$ cat config.mk
export PLATFORM = sky130hd
export DESIGN_NAME = mux_arb_pipe_flat
export DESIGN_NICKNAME = d
export VERILOG_FILES = /design/src/rtl/mux_arb_pipe_if.sv /design/src/rtl/mux_arb_pipe.sv /design/src/flat_wrapper.sv
export SDC_FILE = /design/constraint.sdc
export NUM_CORES = 1
export LEC_CHECK = 0
export BUFFER_PORTS_ARGS = -buffer_cell sky130_fd_sc_hd__buf_4
export CORE_MARGIN = 1
export CORE_UTILIZATION = 30
export DETAILED_ROUTE_END_ITERATION = 10
export GPL_ROUTABILITY_DRIVEN = 0
export GPL_TIMING_DRIVEN = 0
export PLACE_DENSITY_LB_ADDON = 0.1
export SYNTH_ARGS = -nofsm -noshare
export SYNTH_HDL_FRONTEND = slang
export SYNTH_SLANG_ARGS = --single-unit
export TNS_END_PERCENT = 50
$ cat constraint.sdc
create_clock -name clk -period 6.7 [get_ports clk]
set_input_delay 2.01 -clock clk [delete_from_list [all_inputs] [get_ports clk]]
set_output_delay 2.01 -clock clk [all_outputs]
set_load 0.02 [all_outputs]
$ cat src/rtl/mux_arb_pipe_if.sv
// mux_arb_pipe_if: channel inputs, select controls and registered output of the arbiter mux
interface mux_arb_pipe_if #(
  parameter int WIDTH = 64,
  parameter int NCH   = 3,
  parameter int SELW  = ($clog2(NCH) < 1) ? 1 : $clog2(NCH)
);
  logic [NCH*WIDTH-1:0] in_data;
  logic [NCH-1:0]       in_valid;
  logic [NCH-1:0]       in_ready;
  logic                 mode;
  logic [SELW-1:0]      sel;
  logic [WIDTH-1:0]     out_data;
  logic                 out_valid;
  logic                 out_ready;
  logic [SELW-1:0]      out_idx;
  logic                 sel_err;
  modport slave (
    input  in_data, in_valid, mode, sel, out_ready,
    output in_ready, out_data, out_valid, out_idx, sel_err
  );
  modport master (
    output in_data, in_valid, mode, sel, out_ready,
    input  in_ready, out_data, out_valid, out_idx, sel_err
  );
endinterface

$ cat src/rtl/mux_arb_pipe.sv
// mux_arb_pipe: NCH-way mux with explicit select or round-robin arbitration into one output register
module mux_arb_pipe #(
  parameter int WIDTH = 64,
  parameter int NCH   = 3,
  parameter int SELW  = ($clog2(NCH) < 1) ? 1 : $clog2(NCH)
) (
  input logic          clk,
  input logic          rst_n,
  mux_arb_pipe_if.slave bus
);
  localparam logic [SELW:0] NCH_W = (SELW+1)'(NCH);
  logic [WIDTH-1:0] r_data;
  logic [SELW-1:0]  r_idx, r_rr;
  logic             r_valid, r_err;
  logic             w_load, w_sel_bad, w_rr_vld, w_cand_vld, w_xfer;
  logic [SELW-1:0]  w_rr_idx, w_cand;
  assign w_load    = !r_valid || bus.out_ready;
  assign w_sel_bad = {1'b0, bus.sel} >= NCH_W;
  // scan downward so the first valid channel after r_rr wins
  always_comb begin
    w_rr_vld = 1'b0;
    w_rr_idx = '0;
    for (int k = NCH; k >= 1; k--)
      if (bus.in_valid[(int'(r_rr) + k) % NCH]) begin
        w_rr_vld = 1'b1;
        w_rr_idx = SELW'((int'(r_rr) + k) % NCH);
      end
  end
  assign w_cand_vld = bus.mode ? w_rr_vld : !w_sel_bad;
  assign w_cand     = !w_cand_vld ? '0 : bus.mode ? w_rr_idx : bus.sel;
  for (genvar i = 0; i < NCH; i++) begin : g_rdy
    assign bus.in_ready[i] = rst_n && w_load && w_cand_vld && (w_cand == SELW'(i));
  end
  assign w_xfer = |(bus.in_valid & bus.in_ready);
  always_ff @(posedge clk or negedge rst_n) begin
    if (!rst_n) begin
      r_data  <= '0;
      r_idx   <= '0;
      r_valid <= 1'b0;
      r_err   <= 1'b0;
      r_rr    <= SELW'(NCH-1);
    end else begin
      if (w_load) r_valid <= w_xfer;
      if (w_load && w_xfer) begin
        r_data <= bus.in_data[w_cand*WIDTH +: WIDTH];
        r_idx  <= w_cand;
      end
      if (w_xfer && bus.mode) r_rr <= w_cand;
      r_err <= !bus.mode && w_sel_bad;
    end
  end
  assign bus.out_data  = r_data;
  assign bus.out_idx   = r_idx;
  assign bus.out_valid = r_valid;
  assign bus.sel_err   = r_err;
endmodule

$ cat src/flat_wrapper.sv
// flat-port wrapper written by rule: the top's interface ports become plain ports
module mux_arb_pipe_flat 
#(
  parameter int WIDTH = 64,
  parameter int NCH   = 3,
  parameter int SELW  = ($clog2(NCH) < 1) ? 1 : $clog2(NCH)
)
  (clk, rst_n, bus_in_data, bus_in_valid, bus_mode, bus_sel, bus_out_ready, bus_in_ready, bus_out_data, bus_out_valid, bus_out_idx, bus_sel_err);
  mux_arb_pipe_if #(.WIDTH(WIDTH), .NCH(NCH), .SELW(SELW)) bus_i ();
  input logic clk;
  input logic rst_n;
  input wire logic [$bits(bus_i.in_data)-1:0] bus_in_data;
  input wire logic [$bits(bus_i.in_valid)-1:0] bus_in_valid;
  input wire logic [$bits(bus_i.mode)-1:0] bus_mode;
  input wire logic [$bits(bus_i.sel)-1:0] bus_sel;
  input wire logic [$bits(bus_i.out_ready)-1:0] bus_out_ready;
  output wire logic [$bits(bus_i.in_ready)-1:0] bus_in_ready;
  output wire logic [$bits(bus_i.out_data)-1:0] bus_out_data;
  output wire logic [$bits(bus_i.out_valid)-1:0] bus_out_valid;
  output wire logic [$bits(bus_i.out_idx)-1:0] bus_out_idx;
  output wire logic [$bits(bus_i.sel_err)-1:0] bus_sel_err;
  assign bus_i.in_data = bus_in_data;
  assign bus_i.in_valid = bus_in_valid;
  assign bus_i.mode = bus_mode;
  assign bus_i.sel = bus_sel;
  assign bus_i.out_ready = bus_out_ready;
  assign bus_in_ready = bus_i.in_ready;
  assign bus_out_data = bus_i.out_data;
  assign bus_out_valid = bus_i.out_valid;
  assign bus_out_idx = bus_i.out_idx;
  assign bus_sel_err = bus_i.sel_err;
  mux_arb_pipe #(.WIDTH(WIDTH), .NCH(NCH), .SELW(SELW)) u_core (.clk(clk), .rst_n(rst_n), .bus(bus_i));
endmodule
==> out/results.tsv <==
metric	value	unit
outcome	complete, no violations	
synth_top_cell_by_area	dfrtp_1	
rrSetupSlack	3.59	ns
placementRows	42	
antenna_found_initial	0	
synth.avg_cell_area	10.8	sq um
ys.flop_type	dfrtp_1	
crit_path_start	rst_n	
post_cts_resized	0	
gr-total-overflow	0	
crit_path_end_kind	primary output	
post-route-drc-count	0	
async_flop_share	100	%
ys_types	50	
fp.dieH	120	um
rsz0062_at_grt	no	
worstHoldPathType	reg -> reg	
synth_top_area_share	41.5	%
finalCritPeriodShare	92.0	%
grt.total_usage	20.8	%
cts_sinks	70	
drt-vias-per-instance	5.33	
cts_max_level	3	
wirelength	14900	um
grt_first_pass_wirelength	23600	um
die_area	14300	sq um
core_area	13400	sq um
relSlewSlack	48.0	%
syn_to_final_growth	61.1	%
fin_total_pwr	3200	uW
worstSetupPathType	in -> out	
setup_viol	0	
max_slew.worst_pin.slew	0.780	ns
pwr_density_cell	477	nW/um^2
post-dp-hpwl	11300	um
syn_area	4160	sq um
filler_cell_count	1290	
dieWidth	120	um
vias	4519	
hold_depth	2	
ant_nets	0	
wl_per_cell	17.6	um
cts_root_buffer	clkbuf_16	
insertion_delay	0.32	ns
grt_pass1_vias	4547	
cts_tree	built	
ctsHoldBuffers	0	
cts_post_setup_buffers_inserted	0	
placed_area	6410	sq um
period_minus_slack	6.16	ns
synthTopCellsByArea	dfrtp_1, a222oi_1, a21oi_2	
placed_cells	832	
ir_drop	0.172	mV
crit_arrival	4.15	ns
start_util	31.0	%
port_buffers	271	
clock_path_buffers	2	
finalSetupTns	0	ns
first_iter_violations	570	
syn_inst	385	
worst_clock_skew	0.00809	ns
synth_edf_count	0	
ios	272	
fmax	162	MHz
clk_pin_slew_worst_paths	0.06	ns
antenna_cells	0	
r2r-end	u_core.bus.out_data[40]	
required	4.69	ns
min_from	u_core.bus.out_data[34]	
yosys_warnings	0	
hold_violations	0	
drive_gt1_share	58.2	%
layout.nets	872	
drtPass1Iterations	6	
hold_path_end	u_core.bus.out_data[34]	
ys_seq_area_share	42.1	%
critPathMaxFanout	71	
p_leak	0.00306	uW
fin_cells	848	
stdcell_area	6700	sq um
cts_inserted_buffers	9	
grt_max_degree	72	
r2r_cells	9	
synth_seq_cells	70	
worstSetupStartpointType	input port	
slew_viol_final	0	
postSynthNetCount	590	
max_cap_violations	0	
regToRegStartpoint	u_core.r_rr[1]	
## stage by stage
| stage | setup WS (ns) | hold WS (ns) | util, % |
|---|---|---|---|
| CTS | 0.161 | 0.519 | 50.0 |
| global placement | 0.170 | 0.498 | 47.9 |
| finish | 0.537 | 0.514 | 50.0 |
| global route | 0.243 | 0.537 | 50.0 |
| detailed placement | 0.169 | 0.504 | 47.9 |
| floorplan | 1.19 | 0.508 | - |
## kinds of logic (layout without fill, tap and decap cells)
family | Yosys count | count (layout) | synth area share, %
adder cells (fa/ha/maj) | 4 | 4 | 1.20
flip-flops | 70 | 70 | 42.1
buffers and inverters | 51 | 338 | 8.60
AND/OR/NAND/NOR | 40 | 40 | 5.80
multiplexers | 4 | 4 | 1.29
AO/OA/AOI/OAI | 216 | 216 | 41.0
## worst max-delay path, cell delays in order
cell and delay (ns):
buf_6 0.48, nand2_1 0.22, nor3_2 0.48, buf_2 0.37
buf_2 0.26, and2_1 0.14, buf_4 0.14
## sequential cells by signal (all words and copies together) (netlist names)
| signal | count |
|---|---|
| u_core.bus.sel_err | 1 |
| u_core.bus.out_valid | 1 |
| u_core.bus.out_idx | 2 |
| u_core.r_rr | 2 |
| u_core.bus.out_data | 64 |
## placed cells by master (no fill, tap or decap), types with 2 or more instances in the layout
master and instances:
nor3_1 2, dfrtp_1 69, buf_8 6, ha_1 4, nor4_1 2, nor2_1 4
a222oi_1 64, clkbuf_16 9, o221ai_1 2, inv_1 5, a21oi_1 71, or3_1 2
and2_1 2, clkinvlp_4 3, nand2b_1 7, buf_6 10, o2bb2ai_1 2, o21ai_0 2
a21oi_2 60, nor2b_1 3, buf_4 273, buf_2 16, nand3_1 2, clkbuf_1 12
inv_6 2, mux2i_1 2, nand2_1 8
## power by group
part	internal [uW]	switching [uW]
registers	637	119
clock network	262	185
logic	837	1160
## worst max-delay path by stage
stage	slack (ns)	endpoint	cells past startpoint
after global placement	0.17	bus_in_ready[1]	7
after detailed placement	0.17	bus_in_ready[1]	7
after floorplan	1.19	bus_in_ready[1]	9
final	0.54	bus_in_ready[1]	7
after global routing	0.24	bus_in_ready[1]	7
after CTS	0.16	bus_in_ready[1]	7
## cell usage after synthesis (2+ instances only)
cell type	number
nand2_1	8
buf_6	9
mux2i_1	2
a222oi_1	64
nand2b_1	7
ha_1	4
or3_1	2
inv_1	5
nand3_1	2
o21ai_0	2
nor3_1	2
a21oi_2	60
o221ai_1	2
nor2_1	4
clkbuf_1	12
buf_4	3
buf_2	16
buf_8	6
nor4_1	2
nor2b_1	3
and2_1	2
dfrtp_1	69
o2bb2ai_1	2
a21oi_1	71
## layer usage
layer / vias up / share of wire (%) / global-route usage [%]
li1: 2139 / - / -
met1: 2126 / 41 / 25.9
met2: 233 / 49 / 35.9
met3: 21 / 7.8 / 5.09
met4: 0 / 1.7 / 5.16
met5: - / 0 / 0
## layout make-up
cell class / instances / area, sq um / share of cell area, %
clock inverters: 6 / 45.0 / 0.672
flip-flops and latches: 70 / 1750 / 26.2
plain buffers: 46 / 339 / 5.06
clock buffers: 10 / 239 / 3.57
repair buffers: 271 / 2040 / 30.4
multi-input cells: 264 / 2050 / 30.6
well taps: 176 / 220 / 3.29
inverters: 5 / 18.8 / 0.280
Power figures use the tool's default switching activity.
